--- config.mk ---
export PLATFORM = sky130hd
export DESIGN_NAME = hazard_unit
export DESIGN_NICKNAME = d
export VERILOG_FILES = /design/src/rtl/hazard_unit.sv
export SDC_FILE = /design/constraint.sdc
export NUM_CORES = 1
export LEC_CHECK = 0
export ABC_AREA = 1
export CORE_ASPECT_RATIO = 0.5
export CORE_UTILIZATION = 50
export CTS_CLUSTER_DIAMETER = 80
export DETAILED_ROUTE_END_ITERATION = 10
export DONT_BUFFER_PORTS = 1
export SYNTH_ARGS = -nofsm -noshare
export SYNTH_HDL_FRONTEND = slang
export SYNTH_SLANG_ARGS = --single-unit
--- constraint.sdc ---
create_clock -name clk -period 3.4 [get_ports clk]
set_clock_uncertainty 0.15 [all_clocks]
set_input_delay 0.68 -clock clk [delete_from_list [all_inputs] [get_ports clk]]
set_output_delay 0.68 -clock clk [all_outputs]
set_load 0.01 [all_outputs]
--- src/rtl/hazard_unit.sv ---
// Decode-stage hazard unit: tracks in-flight destinations, picks forwarding sources, raises load-use stalls.
// Optional macro HAZARD_BRANCH_FWD_EN: branches forward like other instructions instead of stalling on entry 1.
module hazard_unit #(
    parameter int REG_AW = 5,
    parameter int DEPTH  = 2
) (
    input  logic              clk,
    input  logic              rst_n,
    input  logic              id_valid,
    input  logic [REG_AW-1:0] rs1,
    input  logic [REG_AW-1:0] rs2,
    input  logic              use_rs1,
    input  logic              use_rs2,
    input  logic [REG_AW-1:0] rd,
    input  logic              wr_rd,
    input  logic              is_load,
    input  logic              is_branch,
    input  logic              flush,
    output logic              stall,
    output logic [2:0]        fwd_a,
    output logic [2:0]        fwd_b,
    output logic [15:0]       hz_cnt
);

    logic [DEPTH-1:0]  r_valid;
    logic [DEPTH-1:0]  r_load;
    logic [REG_AW-1:0] r_rd [DEPTH];
    logic [15:0]       r_hz_cnt;

    logic [DEPTH-1:0]  w_match_a;
    logic [DEPTH-1:0]  w_match_b;
    logic [2:0]        w_fwd_a;
    logic [2:0]        w_fwd_b;
    logic              w_src_a;
    logic              w_src_b;
    logic              w_load_use;
    logic              w_branch_stall;
    logic              w_stall;
    logic              w_enter;

    assign w_src_a = use_rs1 && (rs1 != '0);
    assign w_src_b = use_rs2 && (rs2 != '0);

    // NOTE: every always_comb output gets a default first so no path can infer a latch.
    always_comb begin
        w_match_a = '0;
        w_match_b = '0;
        w_fwd_a   = '0;
        w_fwd_b   = '0;
        for (int k = 0; k < DEPTH; k++) begin
            w_match_a[k] = w_src_a && r_valid[k] && (r_rd[k] == rs1);
            w_match_b[k] = w_src_b && r_valid[k] && (r_rd[k] == rs2);
        end
        // Walk from the oldest stage down so the nearest match is written last and wins.
        for (int k = DEPTH - 1; k >= 0; k--) begin
            if (w_match_a[k]) w_fwd_a = 3'(k + 1);
            if (w_match_b[k]) w_fwd_b = 3'(k + 1);
        end
        if (!id_valid) begin
            w_fwd_a = '0;
            w_fwd_b = '0;
        end
    end

    assign w_load_use = id_valid && r_load[0] && (w_match_a[0] || w_match_b[0]);

`ifdef HAZARD_BRANCH_FWD_EN
    assign w_branch_stall = 1'b0;
`else
    assign w_branch_stall = id_valid && is_branch && (w_match_a[0] || w_match_b[0]);
`endif

    assign w_stall = !flush && (w_load_use || w_branch_stall);
    assign w_enter = id_valid && wr_rd && (rd != '0) && !w_stall && !flush;

    // History shifts every cycle; a stalled or flushed decode slot enters as a bubble.
    // NOTE: sequential state uses non-blocking assignments so all stages shift from pre-edge values.
    always_ff @(posedge clk or negedge rst_n) begin
        if (!rst_n) begin
            r_valid  <= '0;
            r_hz_cnt <= '0;
        end else begin
            r_valid[0] <= w_enter;
            for (int k = 1; k < DEPTH; k++) r_valid[k] <= r_valid[k-1];
            if (w_stall && (r_hz_cnt != 16'hFFFF)) r_hz_cnt <= r_hz_cnt + 16'd1;
        end
    end

    // NOTE: payload fields are qualified by r_valid, so they are deliberately left out of reset.
    always_ff @(posedge clk) begin
        r_rd[0]   <= rd;
        r_load[0] <= is_load;
        for (int k = 1; k < DEPTH; k++) begin
            r_rd[k]   <= r_rd[k-1];
            r_load[k] <= r_load[k-1];
        end
    end

    assign stall  = w_stall;
    assign fwd_a  = w_fwd_a;
    assign fwd_b  = w_fwd_b;
    assign hz_cnt = r_hz_cnt;

endmodule
==> results of run 1 <==
==> final timing paths <==
kind / from / endpoint / slack (ns) / depth (start not counted)
setup / recovery: rs2[2] / fwd_b[1] / 1.07 / 4
hold / removal: r_valid[0] / r_valid[1] / 0.23 / 0
setup reg to reg: hz_cnt[0] / hz_cnt[13] / 1.26 / 10
hold reg to reg: r_valid[0] / r_valid[1] / 0.23 / 0
max in group asynchronous: rst_n / hz_cnt[0] / 1.80 / 1
min in group asynchronous: rst_n / hz_cnt[3] / 0.79 / 1
==> cell type report <==
| class | count | area (um^2) |
|---|---|---|
| clock inverter | 1 | 30.0 |
| clock buffer | 7 | 86.3 |
| tap | 40 | 50.0 |
| timing repair buffer | 1 | 10.0 |
| inverter | 41 | 154 |
| multi-input combinational | 159 | 830 |
| fill | 299 | 1270 |
| sequential | 29 | 671 |
==> where the power goes <==
part	switching (mW)	leakage (nW)	total (mW)	internal, mW
combinational	0.0265	0.568	0.0435	0.0170
sequential	0.00770	0.322	0.360	0.352
clock	0.133	0.0585	0.371	0.239
==> synth_stat cells (all sizes together) <==
cell type | number | share of area (%)
dfxtp | 11 | 13
ha | 1 | 0.74
o22ai | 1 | 0.37
inv | 41 | 9.1
nand4 | 6 | 2.2
or2 | 1 | 0.37
o211ai | 1 | 0.45
nand2 | 62 | 15
dfrtp | 18 | 27
nor3b | 1 | 0.45
conb | 1 | 0.22
a221oi | 1 | 0.52
nor2 | 35 | 9.0
xnor2 | 3 | 2.0
a21oi | 3 | 1.1
nand3b | 3 | 1.3
o311ai | 1 | 0.52
nor3 | 5 | 1.5
or3 | 1 | 0.37
nand3 | 18 | 7.0
xor2 | 4 | 2.1
o21a | 1 | 0.45
buf | 3 | 2.1
o21ai | 9 | 3.8
==> kinds of logic after synthesis <==
group / after synthesis
AO/OA/AOI/OAI: 17
XOR/XNOR: 7
adder cells (fa/ha/maj): 1
buffers and inverters: 44
flip-flops: 29
other: 1
AND/OR/NAND/NOR: 132
==> sequential cells by signal, summed over array words and instances (netlist names) <==
name / cells
r_rd: 10
r_valid: 2
r_load: 1
hz_cnt: 16
==> metrics by stage <==
stage | worst slack, ns | util (%)
after global routing | 0.935 | 59.0
after floorplan | 1.10 | -
after CTS | 1.06 | 59.0
after global placement | 1.08 | 55.0
after detailed placement | 1.06 | 55.0
final | 1.07 | 59.0
==> repair_timing <==
| item | CTS | global route |
|---|---|---|
| endpoints found under the setup margin | 0 | 0 |
| endpoints found under the hold margin | 18 | 0 |
| hold buffers | 1 | 0 |
==> routing by layer <==
layer	track usage [%]	up-vias
li1	-	734
met1	27.1	603
met2	32.1	33
met3	7.78	2
met4	8.28	0
met5	0	-
==> results.json, run 1 <==
{
  "status": "finished, violations left",
  "violations": "design-rule violations",
  "cts_tree": "done",
  "leakagePower_nw": 0.949,
  "syn_area_mm2": 0.00169,
  "first_pass_iters": 8,
  "wl_met1_mm": 1.54,
  "final_common_cell": "nand2_1",
  "n_antenna_cell": 0,
  "core_mm2": 0.00310,
  "cts_max_level": 2,
  "worstSetupPathType": "in2out",
  "clk_latency_ns": 0.28,
  "fin_tns_setup_ns": 0,
  "io_buffers": 0,
  "end_kind": "primary output",
  "start_util_pct": 54.4,
  "layout.cells.non_filler": 278,
  "dp.cells": 269,
  "synthAdderAreaFrac_pct": 0.742,
  "yosys.area_share.simple_pct": 36.7,
  "drv_slew": 0,
  "ys_seq_area_share_pct": 39.8,
  "peakVddDrop_mv": 0.247,
  "synth-compound-area-share_pct": 7.20,
  "place_congestion": 0.858,
  "rows": 14,
  "power.density_mw_per_mm2": 423,
  "relSlewSlack_pct": 45.2,
  "yosysWarnings": 0,
  "nets": 262,
  "cts_made_buffers": 5,
  "clk_path_buf_depth": 2,
  "die_h_um": 43.1,
  "critical_path.cell_chain": "or2_2 -> a221oi_1 -> nand3_1 -> nor2_1",
  "path_max_fanout": 4,
  "finalCritPeriodShare_pct": 68.6,
  "hold_viol_final": 0,
  "crit_required_ns": 2.57,
  "overflow": 0,
  "gr-usage-all-layers_pct": 21.0,
  "worst_setup_path_start_kind": "input pin",
  "tightest_slew_ns": 0.820,
  "synth_mux_area_share_pct": 0,
  "syn_inst": 231,
  "drcViolationCount": 6,
  "die_w_um": 84.1,
  "final_cell_mix": "59 x nand2_1, 36 x inv_1, 29 x nor2_1",
  "crit_buf_inv": 0,
  "route.vias.total": 1372,
  "cts_setup_buffers": 0,
  "grt_start_max_net_pins": 19,
  "grt_pass1_wl_mm": 5.63,
  "finalCriticalPeriod_ns": 2.33,
  "wl_met2_mm": 1.44,
  "hold_class": "reg2reg",
  "antenna_found_initial": 0,
  "crit_family": "simple AND/OR/NAND/NOR gates",
  "synth.distinct_cells": 35,
  "placed_area_mm2": 0.00170,
  "whs_ns": 0.225,
  "synth_xor_area_share_pct": 4.08,
  "power.total_mw": 0.774,
  "dpl.hpwl_mm": 2.53,
  "syn_to_final_growth_pct": 8.61,
  "maxCapViolCount": 0,
  "root_buffer": "clkbuf_8",
  "first_global_vias": 1299,
  "cp_slowest_cell": "or2_2",
  "postRouteAntennaNets": 0,
  "finalSetupViolCount": 0,
  "post_drt_via_cell_ratio": 4.94,
  "critical-path-max-stage-delay_ns": 0.28,
  "postSynthAreaPerCell_um2": 7.30,
  "arrival_ns": 1.50,
  "clk_pin_slew_ns": 0.06,
  "cts_sinks": 29,
  "layout-drive-gt1-share_pct": 13.9,
  "wl_per_cell_um": 11.6,
  "top_layer": "met4",
  "drt_iter0_drc": 45,
  "wl_mm": 3.24,
  "met3WireLength_um": 240,
  "rsz0062_at_grt": "no",
  "dieArea_mm2": 0.00362,
  "synth_top_family_by_area": "simple AND/OR/NAND/NOR gates",
  "io_pins": 47,
  "cts_resized": 0,
  "max_freq_mhz": 429,
  "fin_area_mm2": 0.00183,
  "ys_ff_latch": 29
}
Note: power is estimated with default switching activity, not from simulation.
==> run 2, diff against run 1 <==
--- a/config.mk
+++ b/config.mk
@@ -11,6 +11,7 @@
 export CTS_CLUSTER_DIAMETER = 80
 export DETAILED_ROUTE_END_ITERATION = 10
 export DONT_BUFFER_PORTS = 1
+export PLACE_DENSITY = 0.68
 export SYNTH_ARGS = -nofsm -noshare
 export SYNTH_HDL_FRONTEND = slang
 export SYNTH_SLANG_ARGS = --single-unit
==> constraint.sdc (replaced) <==
create_clock -name clk -period 1.9 [get_ports clk]
set_clock_uncertainty 0.15 [all_clocks]
set_input_delay 0.38 -clock clk [delete_from_list [all_inputs] [get_ports clk]]
set_output_delay 0.38 -clock clk [all_outputs]
set_load 0.01 [all_outputs]
==> run 2 against run 1 <==
Effect of this change: worst hold slack got worse by 0.11 ns; sequential share of layout area is 5.1 points lower; global-route usage increased by 1.9 points; sequential power rose by 79%; flip-flop and latch count unchanged; combinational power increased by 140%; clock-buffer cell count shrank 2; highest routed layer unchanged; largest power group is now sequential cells; first-iteration DRC count decreased by 18%; via count up 14%; the flow finishes with violations (design-rule violations, negative setup slack); die area did not move; worst setup slack lost 1.1 ns.
==> results.json, run 2 (synthesis results as in run 1) <==
{
  "worstSetupPathType": "reg2out",
  "overflow": 0,
  "clock_power_share_pct": 39.5,
  "status": "finished, violations left",
  "maxCapViolCount": 0,
  "cts_tree": "done",
  "clk_path_buf_depth": 2,
  "root_buffer": "clkbuf_8",
  "post_drt_via_cell_ratio": 5.15,
  "p_sw_mw": 0.308,
  "finalCritPeriodShare_pct": 100,
  "wl_per_cell_um": 12.8,
  "fin_tns_setup_ns": -0.00342,
  "worst_setup_path_start_kind": "flop",
  "drv_slew": 0,
  "n_antenna_cell": 0,
  "critical-path-max-stage-delay_ns": 0.33,
  "path_max_fanout": 2,
  "power.total_mw": 1.24,
  "place_ws_ns": 0.0471,
  "swShare_pct": 24.9,
  "die_h_um": 43.1,
  "place_congestion": 0.898,
  "cts_made_buffers": 5,
  "antenna_found_initial": 0,
  "drt_iter0_drc": 37,
  "crit_path_start": "r_rd[0][7]",
  "wl_mm": 3.92,
  "io_pins": 47,
  "hold_class": "in2reg",
  "arrival_ns": 1.37,
  "route.vias.total": 1570,
  "final_common_cell": "nand2_1",
  "grt_start_max_net_pins": 19,
  "grt_pass1_wl_mm": 6.18,
  "dieArea_mm2": 0.00362,
  "peakVddDrop_mv": 0.398,
  "finalCriticalPeriod_ns": 1.90,
  "cp_slowest_cell": "dfxtp_2",
  "io_buffers": 0,
  "critical_path.cell_chain": "buf_6 -> xnor2_2 -> o211ai_1 -> nor2_1 -> nand3_1 -> nor3b_2",
  "p_seq_share_pct": 51.9,
  "gr-usage-all-layers_pct": 22.9,
  "dpl.hpwl_mm": 2.81,
  "leakagePower_nw": 1.10,
  "crit_required_ns": 1.37,
  "tightest_slew_ns": 0.847,
  "finalSetupViolCount": 1,
  "pwr-share-comb_pct": 8.6,
  "relSlewSlack_pct": 43.4,
  "final_cell_mix": "58 x nand2_1, 33 x inv_1, 23 x nor2_1",
  "core_mm2": 0.00310,
  "crit_buf_inv": 1,
  "rows": 14,
  "start_util_pct": 54.4,
  "whs_ns": 0.111,
  "clk_pin_slew_ns": 0.07,
  "drcViolationCount": 8,
  "cts_sinks": 29,
  "first_global_vias": 1427,
  "max_freq_mhz": 525,
  "die_w_um": 84.1,
  "postRouteAntennaNets": 0,
  "crit_family": "simple AND/OR/NAND/NOR gates",
  "p_int_mw": 0.930,
  "largest_reg_flops": 16,
  "cts_max_level": 2,
  "end_kind": "primary output",
  "fin_ws_ns": -0.00342,
  "nets": 289,
  "first_pass_iters": 7,
  "rr_startpoint": "r_valid[0]",
  "hold_viol_final": 0,
  "violations": "design-rule violations, negative setup slack",
  "power.density_mw_per_mm2": 578,
  "hold_start": "wr_rd",
  "rsz0062_at_grt": "yes",
  "clk_latency_ns": 0.28,
  "layout-drive-gt1-share_pct": 29.1,
  "syn_to_final_growth_pct": 27.2
}
run 2: cell count changes in the layout (fill, tap and decap cells not counted), sizes merged:
| cell | previous run | this run |
|---|---|---|
| buf | 0 | 20 |
| bufinv | 1 | 0 |
| clkbuf | 7 | 5 |
| clkinv | 0 | 2 |
| clkinvlp | 0 | 1 |
| dlygate4sd3 | 1 | 7 |
| nand3 | 18 | 19 |
run 2: stage by stage:
step / cell area, um^2 / util [%] / cells
global placement: 1810 / 58.4 / 283
detailed placement: 1810 / 58.4 / 283
floorplan: 1690 / - / 232
CTS: 2030 / 65.4 / 301
finish: 2140 / 69.1 / 305
global route: 2140 / 69.1 / 305
run 2: timing repair:
item,in CTS,in global routing
setup endpoints to repair,4,17
pin swaps,4,8
gates resized for setup,12,24
gates cloned,0,1
hold buffers,7,0
setup buffers,3,3
hold endpoints to repair,24,0
run 2: layout make-up:
| type | count | area (um^2) |
|---|---|---|
| Clock buffer | 5 | 68.8 |
| Clock inverter | 3 | 17.5 |
| Fill cell | 246 | 957 |
| Inverter | 41 | 161 |
| Multi-Input combinational cell | 160 | 913 |
| Sequential cell | 29 | 677 |
| Tap cell | 40 | 50.0 |
| Timing Repair Buffer | 27 | 255 |
run 2: routing by layer:
metal / track usage (%) / share of wire (%) / vias to the layer above
met4: 7.93 / 1.3 / 0
met3: 7.59 / 5.8 / 8
met1: 26.5 / 44 / 737
met5: 0 / 0 / -
li1: - / - / 785
met2: 40.5 / 49 / 40
run 2: worst paths after layout:
| path | slack [ns] | endpoint | cells after the start |
|---|---|---|---|
| setup / recovery | -0.003 | fwd_a[1] | 6 |
| hold / removal | 0.11 | r_valid[0] | 2 |
| setup reg to reg | 0.07 | hz_cnt[9] | 11 |
| hold reg to reg | 0.23 | r_rd[0][5] | 0 |
| max in group asynchronous | 0.57 | hz_cnt[5] | 1 |
| min in group asynchronous | 0.50 | hz_cnt[7] | 1 |
run 2: power groups by stage:
stage	clock [mW]	combinational (mW)	sequential [mW]
global route	0.539	0.118	0.645
finish	0.489	0.106	0.643
floorplan	0	0.0617	0.653
global placement	0	0.0749	0.653
CTS	0.503	0.103	0.642
detailed placement	0	0.0755	0.654
